$ cat src/rtl/rvnova_pkg.sv
// Shared core constants for the rvnova pipeline, plus a small sizing helper
// used by the writeback arbiter modules.
package rvnova_pkg;

   localparam int XLEN       = 32;
   localparam int REG_AW     = 5;
   localparam int NUM_WB_SRC = 2;
   localparam int WB_SRC_ALU = 0;
   localparam int WB_SRC_LSU = 1;

   // Index width for an n-entry selector; never narrower than one bit.
   function automatic int idx_w(input int n);
      return (n > 1) ? $clog2(n) : 1;
   endfunction

endpackage

$ cat src/rtl/rr_arbiter.sv
// Generic N-way round-robin arbiter: the first requester found scanning from
// ptr upward (with wrap) wins; output is a one-hot grant plus its index.
module rr_arbiter
   import rvnova_pkg::*;
#(
   parameter int N  = 2,
   parameter int IW = idx_w(N)
) (
   input  logic [N-1:0]  req,
   input  logic          en,
   input  logic [IW-1:0] ptr,
   output logic [N-1:0]  gnt,
   output logic [IW-1:0] gnt_idx
);

   logic [IW-1:0] scan_idx;
   logic          found;

   always_comb begin
      gnt      = '0;
      gnt_idx  = '0;
      found    = 1'b0;
      scan_idx = ptr;
      for (int k = 0; k < N; k++) begin
         if (en && !found && req[scan_idx]) begin
            gnt[scan_idx] = 1'b1;
            gnt_idx       = scan_idx;
            found         = 1'b1;
         end
         scan_idx = (scan_idx == IW'(N - 1)) ? '0 : scan_idx + 1'b1;
      end
   end

endmodule

$ cat src/rtl/regfile_wb_arbiter.sv
// Shares the single register-file write port between NUM_SRC writeback
// sources using round-robin arbitration; the winner is registered onto rf_*.
module regfile_wb_arbiter
   import rvnova_pkg::*;
#(
   parameter int NUM_SRC = rvnova_pkg::NUM_WB_SRC,
   parameter int XLEN    = rvnova_pkg::XLEN,
   parameter int REG_AW  = rvnova_pkg::REG_AW,
   parameter int CNT_W   = 16,
   parameter int SW      = idx_w(NUM_SRC)
) (
   input  logic                      clk,
   input  logic                      reset,
   input  logic                      wb_en,
   input  logic [NUM_SRC-1:0]        src_valid,
   output logic [NUM_SRC-1:0]        src_ready,
   input  logic [NUM_SRC*REG_AW-1:0] src_rd_addr,
   input  logic [NUM_SRC*XLEN-1:0]   src_data,
   output logic                      rf_we,
   output logic [REG_AW-1:0]         rf_rd_addr,
   output logic [XLEN-1:0]           rf_w_data,
   output logic [SW-1:0]             rf_wb_src,
   output logic [CNT_W-1:0]          conflict_cnt
);

   function automatic logic [CNT_W-1:0] sat_inc(input logic [CNT_W-1:0] v);
      return (&v) ? v : v + 1'b1;
   endfunction

   logic [SW-1:0]     rr_ptr_q, rr_ptr_d;
   logic              rf_we_q, rf_we_d;
   logic [REG_AW-1:0] rf_rd_addr_q, rf_rd_addr_d;
   logic [XLEN-1:0]   rf_w_data_q, rf_w_data_d;
   logic [SW-1:0]     rf_wb_src_q, rf_wb_src_d;
   logic [CNT_W-1:0]  conflict_cnt_q, conflict_cnt_d;

   logic [NUM_SRC-1:0] gnt;
   logic [SW-1:0]      gnt_idx;
   logic [REG_AW-1:0]  sel_addr;
   logic [XLEN-1:0]    sel_data;
   logic               xfer;

   // Reset gates the arbiter so no handshake can complete while it is held.
   rr_arbiter #(
      .N  (NUM_SRC),
      .IW (SW)
   ) u_rr_arbiter (
      .req     (src_valid),
      .en      (wb_en & ~reset),
      .ptr     (rr_ptr_q),
      .gnt     (gnt),
      .gnt_idx (gnt_idx)
   );

   assign src_ready = gnt;

   always_comb begin
      sel_addr = '0;
      sel_data = '0;
      for (int i = 0; i < NUM_SRC; i++) begin
         if (gnt[i]) begin
            sel_addr = src_rd_addr[i*REG_AW +: REG_AW];
            sel_data = src_data[i*XLEN +: XLEN];
         end
      end
      xfer = |gnt;

      rr_ptr_d     = rr_ptr_q;
      rf_we_d      = 1'b0;
      rf_rd_addr_d = rf_rd_addr_q;
      rf_w_data_d  = rf_w_data_q;
      rf_wb_src_d  = rf_wb_src_q;
      if (xfer) begin
         rr_ptr_d     = (gnt_idx == SW'(NUM_SRC - 1)) ? '0 : gnt_idx + 1'b1;
         rf_we_d      = (sel_addr != '0);
         rf_rd_addr_d = sel_addr;
         rf_w_data_d  = sel_data;
         rf_wb_src_d  = gnt_idx;
      end

      // Conflicts only count while grants are enabled; x0 requests count too.
      conflict_cnt_d = conflict_cnt_q;
      if (wb_en && ($countones(src_valid) >= 2)) begin
         conflict_cnt_d = sat_inc(conflict_cnt_q);
      end
   end

   always_ff @(posedge clk) begin
      if (reset) begin
         rr_ptr_q       <= '0;
         rf_we_q        <= 1'b0;
         rf_rd_addr_q   <= '0;
         rf_w_data_q    <= '0;
         rf_wb_src_q    <= '0;
         conflict_cnt_q <= '0;
      end else begin
         rr_ptr_q       <= rr_ptr_d;
         rf_we_q        <= rf_we_d;
         rf_rd_addr_q   <= rf_rd_addr_d;
         rf_w_data_q    <= rf_w_data_d;
         rf_wb_src_q    <= rf_wb_src_d;
         conflict_cnt_q <= conflict_cnt_d;
      end
   end

   assign rf_we        = rf_we_q;
   assign rf_rd_addr   = rf_rd_addr_q;
   assign rf_w_data    = rf_w_data_q;
   assign rf_wb_src    = rf_wb_src_q;
   assign conflict_cnt = conflict_cnt_q;

endmodule

$ cat config.mk
export PLATFORM = sky130hd
export DESIGN_NAME = regfile_wb_arbiter
export DESIGN_NICKNAME = d
export VERILOG_FILES = /design/src/rtl/rvnova_pkg.sv /design/src/rtl/rr_arbiter.sv /design/src/rtl/regfile_wb_arbiter.sv
export SDC_FILE = /design/constraint.sdc
export NUM_CORES = 1
export LEC_CHECK = 0
export ABC_AREA = 1
export CAP_MARGIN = 20
export CELL_PAD_IN_SITES_DETAIL_PLACEMENT = 2
export CELL_PAD_IN_SITES_GLOBAL_PLACEMENT = 2
export CORE_ASPECT_RATIO = 2
export CORE_MARGIN = 5
export CORE_UTILIZATION = 21
export DETAILED_ROUTE_END_ITERATION = 6
export PLACE_DENSITY = 0.88
export REMOVE_ABC_BUFFERS = 1
export SETUP_SLACK_MARGIN = 0.15
export SYNTH_ARGS = -nofsm -noshare
export SYNTH_HDL_FRONTEND = slang
export SYNTH_SLANG_ARGS = --single-unit
$ cat constraint.sdc
create_clock -name clk -period 1.85 [get_ports clk]
set_clock_uncertainty 0.15 [all_clocks]
set_input_delay 0.37 -clock clk [delete_from_list [all_inputs] [get_ports clk]]
set_output_delay 0.37 -clock clk [all_outputs]
set_load 0.005 [all_outputs]
==> results of run 1 <==
## report_power, final
group / switching, mW / internal, mW
Combinational: 0.253 / 0.322
Clock: 0.490 / 0.646
Sequential: 0.0395 / 1.26
## cell usage after synthesis
cell        n  area, um2
nand2_1   138        518
dfxtp_1    56       1120
nand3_1    53        265
inv_1      50        188
nor2_1     28        105
o211ai_1   25        188
a21oi_1    12       60.1
o21ai_0     9       45.0
inv_2       7       26.3
buf_2       6       30.0
buf_4       5       37.5
buf_6       5       56.3
clkbuf_1    5       18.8
xnor2_1     4       35.0
nand4_1     3       18.8
nand2_2     2       12.5
nand3_2     2       20.0
nand3_4     2       35.0
nor3_1      2       10.0
xor2_1      2       17.5
buf_8       1       15.0
ha_1        1       12.5
nand2_4     1       11.3
nor2_2      1       6.26
nor2_8      1       20.0
nor3b_1     1       7.51
o21ai_2     1       8.76
o31ai_1     1       7.51
## flip-flops by register name, summed over array words and instances (netlist names)
signal	flops
rf_w_data	32
conflict_cnt	16
rf_rd_addr	5
rf_wb_src	1
rf_we	1
rr_ptr_q	1
## through the flow
stage / util (%) / total power [mW]
4_1_cts: 35.3 / 3.07
6_report: 35.9 / 3.01
5_1_grt: 35.9 / 3.18
3_3_place_gp: 32.9 / 1.93
3_5_place_dp: 32.9 / 1.95
2_1_floorplan: - / 1.51
## cell usage in the layout (no fill, tap or decap), types with 2 or more instances in the layout
cell	n
a21oi_1	12
buf_12	3
buf_4	25
clkbuf_16	5
clkdlybuf4s15_2	2
clkdlybuf4s50_1	85
dfxtp_1	30
dfxtp_2	14
dfxtp_4	12
dlygate4sd2_1	29
dlymetal6s2s_1	17
inv_1	47
inv_2	9
nand2_1	136
nand2_2	3
nand3_1	53
nand3_4	3
nand4_1	3
nor2_1	25
nor2_2	2
nor2_4	2
o211ai_1	25
o21ai_0	8
xnor2_1	4
xor2_1	2
## worst max-delay path, stage by stage (launching register included)
cell,delay (ns)
dfxtp_4,0.39
ha_4,0.15
nand3_2,0.15
inv_2,0.11
nand3_4,0.09
nand2_4,0.12
buf_8,0.16
nand3_1,0.10
a21oi_1,0.21
## layer usage
layer	vias up	track usage, %	part of all wire [%]
met3	24	2.99	4.5
met4	0	5.14	2.9
li1	1641	-	-
met5	-	0	0
met1	1669	14.5	33
met2	99	32.7	60
## repair_timing
item	4_1_cts	5_1_grt
hold buffers	0	0
endpoints found under the setup margin	96	37
gates resized for setup	81	37
cloned	0	0
buffers inserted	14	0
pin swaps	2	1
## worst min-delay path by stage
| stage | end | slack, ns | cells past startpoint |
|---|---|---|---|
| after floorplan | conflict_cnt[0] | 0.29 | 1 |
| after global placement | rf_w_data[5] | 0.32 | 2 |
| after detailed placement | rf_wb_src | 0.34 | 2 |
| after CTS | rf_wb_src | 0.35 | 2 |
| after global routing | rf_wb_src | 0.38 | 2 |
| final | rf_w_data[5] | 0.34 | 2 |
## cells by family after synthesis
| kind of cell | count (synthesis) |
|---|---|
| adder cells (fa/ha/maj) | 1 |
| AO/OA/AOI/OAI | 48 |
| buffers and inverters | 79 |
| AND/OR/NAND/NOR | 234 |
| flip-flops | 56 |
| XOR/XNOR | 6 |
## layout make-up
cell class	instances	area, um2
fillers	1609	8660
well taps	155	194
flip-flops and latches	56	1180
inverters	57	216
clock buffers	5	125
repair buffers	165	1620
multi-input cells	289	1470
clock inverters	3	46.3
==> flow_summary.yaml, run 1 <==
place:
  dpl_cell_area_um2: 4440
  dp_hpwl_mm: 10.2
  place_ws_ns: -0.532
  post-place-cells: 708
  place_congestion: 0.796
  port-buffer-count: 135
route:
  drtIter0Drc: 66
  dr_total_vias: 3433
  wl_per_cell_um: 17.8
  route.detailed.drc: 0
  drt-total-wl_mm: 13.0
  ant_nets: 0
  viasPerCell: 4.70
  drtPass1Iterations: 4
sta:
  slew_violations: 0
  layout_worst_path_cycle_share_pct: 93.3
  worstMarginPinSlew_ns: 0.361
  slew_headroom_pct: 75.9
  finalSetupViolCount: 0
  period_needed_ns: 1.73
  finalWorstSetupSlack_ns: 0.125
  clock.fmax_mhz: 580
  hold_violations: 0
  fin_setup_tns_ns: 0
  fin_hold_ws_ns: 0.342
  rsz0062_at_grt: "yes"
setup_path:
  r2r_cells: 8
  path_max_fanout: 11
  crit_path_end: "conflict_cnt[2]"
  start_kind: "flop"
  critPathRequiredTime_ns: 1.91
  rr_startpoint: "conflict_cnt[1]"
  rr_endpoint: "conflict_cnt[2]"
  worst_setup_path_end_kind: "flop"
  rrSetupSlack_ns: 0.12
  cp-startpoint: "conflict_cnt[1]"
  crit_arrival_ns: 1.78
  critical_path_class: "flop to flop"
cells_and_area:
  final_cells: 730
  fin_area_um2: 4850
  diodes: 0
  synthToLayoutAreaGrowth_pct: 67.6
  final_layout_size_suffix_gt1_share_pct: 16.5
  finalNetCount: 654
hold_path:
  hold_class: "flop to flop"
  hp-start: "rf_w_data[5]"
clocking:
  cts_root_buf: "clkbuf_16"
  numCtsBuffers: 5
  cts_htree_levels: 2
  cts.sinks: 56
  clk_pin_slew_ns: 0.08
  clk_latency_ns: 0.30
  cts_tree: "done"
  clockBufferDepth: 2
floorplanning:
  die_x_um: 93.0
  initial_core_util_pct: 21.4
  num_io_pins: 136
  die_height_um: 176
  dieArea_um2: 16400
  core_um2: 13500
  row_count: 60
global_route:
  antenna_found_initial: 0
  grt_max_degree: 37
  grt_overflow: 0
  grt_usage_pct: 15.7
  grt_pass1_vias: 3952
  grt_pass1_wl_mm: 20.1
synthesis:
  syn_inst: 424
  ys_warn_count: 0
  synth_compound_area_share_pct: 10.7
  synth_mux_area_share_pct: 0
  netlist_area_um2: 2900
  ys_types: 28
  syn_avg_cell_area_um2: 6.83
  synth_xor_area_share_pct: 1.81
  synth_seq_cells: 56
  synthSimpleGateAreaFrac_pct: 35.6
  synth-seq-area-share_pct: 38.7
  synthAdderAreaFrac_pct: 0.432
  synth_top_family_by_area: "simple AND/OR/NAND/NOR gates"
power_and_ir_drop:
  ir_drop_mv: 0.411
  p_leak_nw: 2.40
  power_density_nw_per_um2: 620
outcome:
  status: "finished, final reports clean"
run:
  cap_violations: 0
Note: power is estimated with default switching activity, not from simulation.
==> run 2, diff against run 1 <==
--- a/config.mk
+++ b/config.mk
@@ -6,6 +6,7 @@
 export NUM_CORES = 1
 export LEC_CHECK = 0
 export ABC_AREA = 1
+export ABC_CLOCK_PERIOD_IN_PS = 1850
 export CAP_MARGIN = 20
 export CELL_PAD_IN_SITES_DETAIL_PLACEMENT = 2
 export CELL_PAD_IN_SITES_GLOBAL_PLACEMENT = 2
@@ -13,9 +14,10 @@
 export CORE_MARGIN = 5
 export CORE_UTILIZATION = 21
 export DETAILED_ROUTE_END_ITERATION = 6
+export MAX_ROUTING_LAYER = met4
 export PLACE_DENSITY = 0.88
 export REMOVE_ABC_BUFFERS = 1
-export SETUP_SLACK_MARGIN = 0.15
+export SETUP_SLACK_MARGIN = 0.5
 export SYNTH_ARGS = -nofsm -noshare
 export SYNTH_HDL_FRONTEND = slang
 export SYNTH_SLANG_ARGS = --single-unit
==> run 2 against run 1 <==
Global-route usage rose by 2.2 points. Combinational power grew 17%. Critical path depth decreased by 3. Critical path type is now flop to output port. Critical endpoint is now src_ready[1]. Largest power group unchanged.
==> flow_summary.yaml, run 2 (synthesis results as in run 1) <==
floorplanning:
  row_count: 60
  core_um2: 13500
  initial_core_util_pct: 21.4
  die_x_um: 93.0
  die_height_um: 176
  dieArea_um2: 16400
  num_io_pins: 136
outcome:
  status: "finished, final reports clean"
hold_path:
  hold_class: "flop to flop"
  hp-start: "rf_w_data[1]"
  holdPathEnd: "rf_w_data[1]"
  hold_depth: 2
global_route:
  grt_pass1_vias: 4176
  grt_max_degree: 37
  grt_usage_pct: 17.9
  grt_pass1_wl_mm: 22.1
  grt_overflow: 0
  antenna_found_initial: 0
clocking:
  cts_htree_levels: 2
  numCtsBuffers: 5
  cts.hold.buffers_added: 0
  cts.sinks: 56
  clk_pin_slew_ns: 0.08
  clk_latency_ns: 0.30
  cts_tree: "done"
  clockBufferDepth: 2
  cts_root_buf: "clkbuf_16"
route:
  drtPass1Iterations: 4
  dr_total_vias: 3641
  drtIter0Drc: 81
  wl_per_cell_um: 19.8
  drt-total-wl_mm: 15.2
  viasPerCell: 4.74
  route.detailed.drc: 0
  ant_nets: 0
place:
  port-buffer-count: 135
  place_congestion: 0.807
  dp_hpwl_mm: 10.2
cells_and_area:
  synthToLayoutAreaGrowth_pct: 88.1
  diodes: 0
  fin_util_pct: 40.3
  final_layout_size_suffix_gt1_share_pct: 41.3
  fill_cells: 1555
  mostFrequentLayoutCell: "nand2_1"
  finalNetCount: 692
  multi_input_area_um2: 1810
  final-seq-area_um2: 1210
  largest_reg_flops: 32
  layout_common_cells: "nand2_1, clkdlybuf4s50_1, inv_1"
sta:
  hold_violations: 0
  period_needed_ns: 1.60
  rsz0062_at_grt: "yes"
  layout_worst_path_cycle_share_pct: 86.2
  clock.fmax_mhz: 627
  finalSetupViolCount: 0
  slew_violations: 0
  worstMarginPinSlew_ns: 0.476
  slew_headroom_pct: 68.1
power_and_ir_drop:
  finalPower_mw: 3.11
  power_density_nw_per_um2: 571
  p_leak_nw: 2.49
  ir_drop_mv: 0.446
setup_path:
  critPathRequiredTime_ns: 1.33
  rrSetupSlack_ns: 0.27
  rr_startpoint: "conflict_cnt[15]"
  path_max_fanout: 3
  critical_path_class: "flop to output port"
  r2r_cells: 6
  crit_arrival_ns: 1.08
  worst_setup_path_end_kind: "output port"
  rr_endpoint: "conflict_cnt[5]"
  start_kind: "flop"
run:
  cap_violations: 0
## run 2: how the worst max path moves through the flow
stage | start | to | slack, ns | depth (start not counted)
4_1_cts | rr_ptr_q | src_ready[1] | 0.25 | 5
3_5_place_dp | wb_en | src_ready[0] | -0.53 | 6
5_1_grt | conflict_cnt[1] | conflict_cnt[10] | 0.19 | 7
2_1_floorplan | wb_en | rf_w_data[0] | -0.06 | 9
6_report | rr_ptr_q | src_ready[1] | 0.25 | 5
3_3_place_gp | reset | src_ready[0] | -0.52 | 5
## run 2: per-stage QoR
stage	setup TNS [ns]	std cells	worst slack (ns)	hold slack, ns	instance area, um2
6_report	0	768	0.255	0.342	5450
2_1_floorplan	-0.226	402	-0.0605	0.289	2740
4_1_cts	0	753	0.247	0.346	5170
3_3_place_gp	-16.85	708	-0.518	0.319	4440
3_5_place_dp	-20.15	708	-0.532	0.336	4440
5_1_grt	0	768	0.191	0.378	5450
## run 2: report_power, final
group          internal (mW)  switching, mW
clock                  0.646          0.492
sequential              1.26         0.0408
combinational          0.366          0.307
## run 2: layer usage
| metal | GRT usage, % | share of wire [%] | up-vias |
|---|---|---|---|
| li1 | - | - | 1726 |
| met1 | 15.9 | 33 | 1793 |
| met2 | 37.0 | 61 | 100 |
| met3 | 2.99 | 3.6 | 22 |
| met4 | 5.20 | 2.2 | 0 |
| met5 | - | 0 | - |
## run 2: cell type report
class	count	share of cell area, %
clock buffer	5	2.30
multi-input combinational	291	33.3
sequential	56	22.2
tap	155	3.56
inverter	57	4.16
timing repair buffer	201	33.7
clock inverter	3	0.850
## run 2: what timing repair did
action,CTS,global route
endpoints found under the hold margin,0,0
resized for setup,292,114
pin swaps,33,20
cloned,2,6
setup endpoints to repair,113,93
setup buffers,35,9
## run 2: worst max-delay path, cell delays in order (launching register included)
cell and delay, ns:
dfxtp_2 0.34, inv_2 0.06, nand2_2 0.06, nand3_4 0.10, clkinv_4 0.10, buf_6 0.12
==> run 3, diff against run 2 <==
--- a/config.mk
+++ b/config.mk
@@ -11,7 +11,7 @@
 export CELL_PAD_IN_SITES_DETAIL_PLACEMENT = 2
 export CELL_PAD_IN_SITES_GLOBAL_PLACEMENT = 2
 export CORE_ASPECT_RATIO = 2
-export CORE_MARGIN = 5
+export CORE_MARGIN = 3
 export CORE_UTILIZATION = 21
 export DETAILED_ROUTE_END_ITERATION = 6
 export MAX_ROUTING_LAYER = met4
==> run 3 against run 2 <==
Routed wire length rose by 7.6%. Total power rose by 0.23%. Non-clock buffer count rose by 17. Critical path type is now flop to flop. Largest cell class unchanged.
==> flow_summary.yaml, run 3 (synthesis results as in run 1) <==
run:
  cap_violations: 0
clocking:
  cts_htree_levels: 2
  numCtsBuffers: 5
  clk_pin_slew_ns: 0.08
  cts_tree: "done"
  clk_latency_ns: 0.30
  cts_root_buf: "clkbuf_16"
  cts.sinks: 56
  clockBufferDepth: 2
hold_path:
  hold_class: "primary input to flop"
global_route:
  grt_pass1_vias: 4259
  antenna_found_initial: 0
  grt_pass1_wl_mm: 22.1
  grt_overflow: 0
  grt_max_degree: 39
  grt_usage_pct: 19.8
floorplanning:
  die_height_um: 172
  dieArea_um2: 15300
  core_um2: 13500
  die_x_um: 89.0
  row_count: 60
  num_io_pins: 136
  initial_core_util_pct: 21.4
sta:
  finalSetupViolCount: 0
  clock.fmax_mhz: 609
  fin_setup_tns_ns: 0
  rsz0062_at_grt: "yes"
  layout_worst_path_cycle_share_pct: 88.8
  worstMarginPinSlew_ns: 0.295
  fin_hold_ws_ns: 0.322
  slew_violations: 0
  slew_headroom_pct: 80.3
  period_needed_ns: 1.64
  hold_violations: 0
place:
  dp_hpwl_mm: 10.3
  place_congestion: 0.832
  post-place-cells: 712
  port-buffer-count: 135
  dpl_cell_area_um2: 4450
route:
  route.detailed.drc: 0
  drtPass1Iterations: 4
  ant_nets: 0
  dr_total_vias: 3770
  viasPerCell: 4.80
  drtIter0Drc: 61
  drt-total-wl_mm: 16.4
  wl_per_cell_um: 20.8
power_and_ir_drop:
  ir_drop_mv: 0.363
  p_leak_nw: 2.61
  finalPower_mw: 3.12
  power_density_nw_per_um2: 557
setup_path:
  rrSetupSlack_ns: 0.21
  crit_arrival_ns: 1.73
  path_max_fanout: 5
  worst_setup_path_end_kind: "flop"
  critical_path_class: "flop to flop"
  start_kind: "flop"
  critPathRequiredTime_ns: 1.93
cells_and_area:
  largest_reg_flops: 32
  mostFrequentLayoutCell: "nand2_1"
  final_cells: 786
  layout_common_cells: "nand2_1, clkdlybuf4s50_1, buf_2"
  finalNetCount: 709
  synthToLayoutAreaGrowth_pct: 93.5
  fin_area_um2: 5600
  fill_cells: 1497
  final_layout_size_suffix_gt1_share_pct: 47.5
outcome:
  status: "finished, final reports clean"
==> run 3: cell types whose count changed in the layout (fill, tap and decap cells not counted), sizes merged <==
cell / previous run / this run
buf: 93 / 138
clkbuf: 36 / 8
clkinv: 1 / 0
clkinvlp: 1 / 2
diode: 0 / 1
==> run 3: worst max-delay path, stage by stage, from the launching register on <==
cell     delay, ns
dfxtp_4       0.36
buf_6         0.13
nand2_1       0.06
nor2_1        0.18
nand2_2       0.12
nor2_1        0.17
nand2_1       0.08
nand2_1       0.08
nand2_1       0.10
a21oi_2       0.14
==> run 3: what timing repair did <==
action | 4_1_cts | 5_1_grt
pin swaps | 26 | 22
gates cloned | 5 | 0
resized for setup | 402 | 68
hold buffers | 0 | 0
setup endpoints to repair | 113 | 72
setup buffers | 44 | 16
==> run 3: worst paths after layout <==
kind                   start               end  cells after the start
max reg2reg  conflict_cnt[2]  conflict_cnt[14]                      9
min reg2reg    rf_w_data[11]     rf_w_data[11]                      2
max          conflict_cnt[2]  conflict_cnt[14]                      9
min                    reset          rr_ptr_q                      4
==> run 3: cell type report <==
cell class	count	area (um2)	share of cell area [%]
timing repair buffer	218	1940	34.6
multi-input combinational	291	1850	33.0
sequential	56	1220	21.8
inverter	57	223	3.97
tap	155	194	3.46
clock buffer	5	125	2.23
clock inverter	3	46.3	0.826
antenna	1	2.50	0.0447
==> run 3: per-stage QoR <==
stage	worst slack, ns	utilization [%]
after detailed placement	-0.544	32.9
after global placement	-0.540	32.9
after floorplan	-0.0605	-
after global routing	0.171	41.5
final	0.207	41.5
after CTS	0.291	39.0
==> run 3: metal layers <==
metal	global-route usage [%]	wire (um)
met5	-	0
met4	7.39	475
met3	2.24	389
met2	41.3	10400
met1	16.7	5140
==> run 3: power by group <==
part / switching (mW) / total (mW) / internal, mW
registers: 0.0412 / 1.31 / 1.27
clock network: 0.494 / 1.14 / 0.646
logic: 0.313 / 0.672 / 0.360
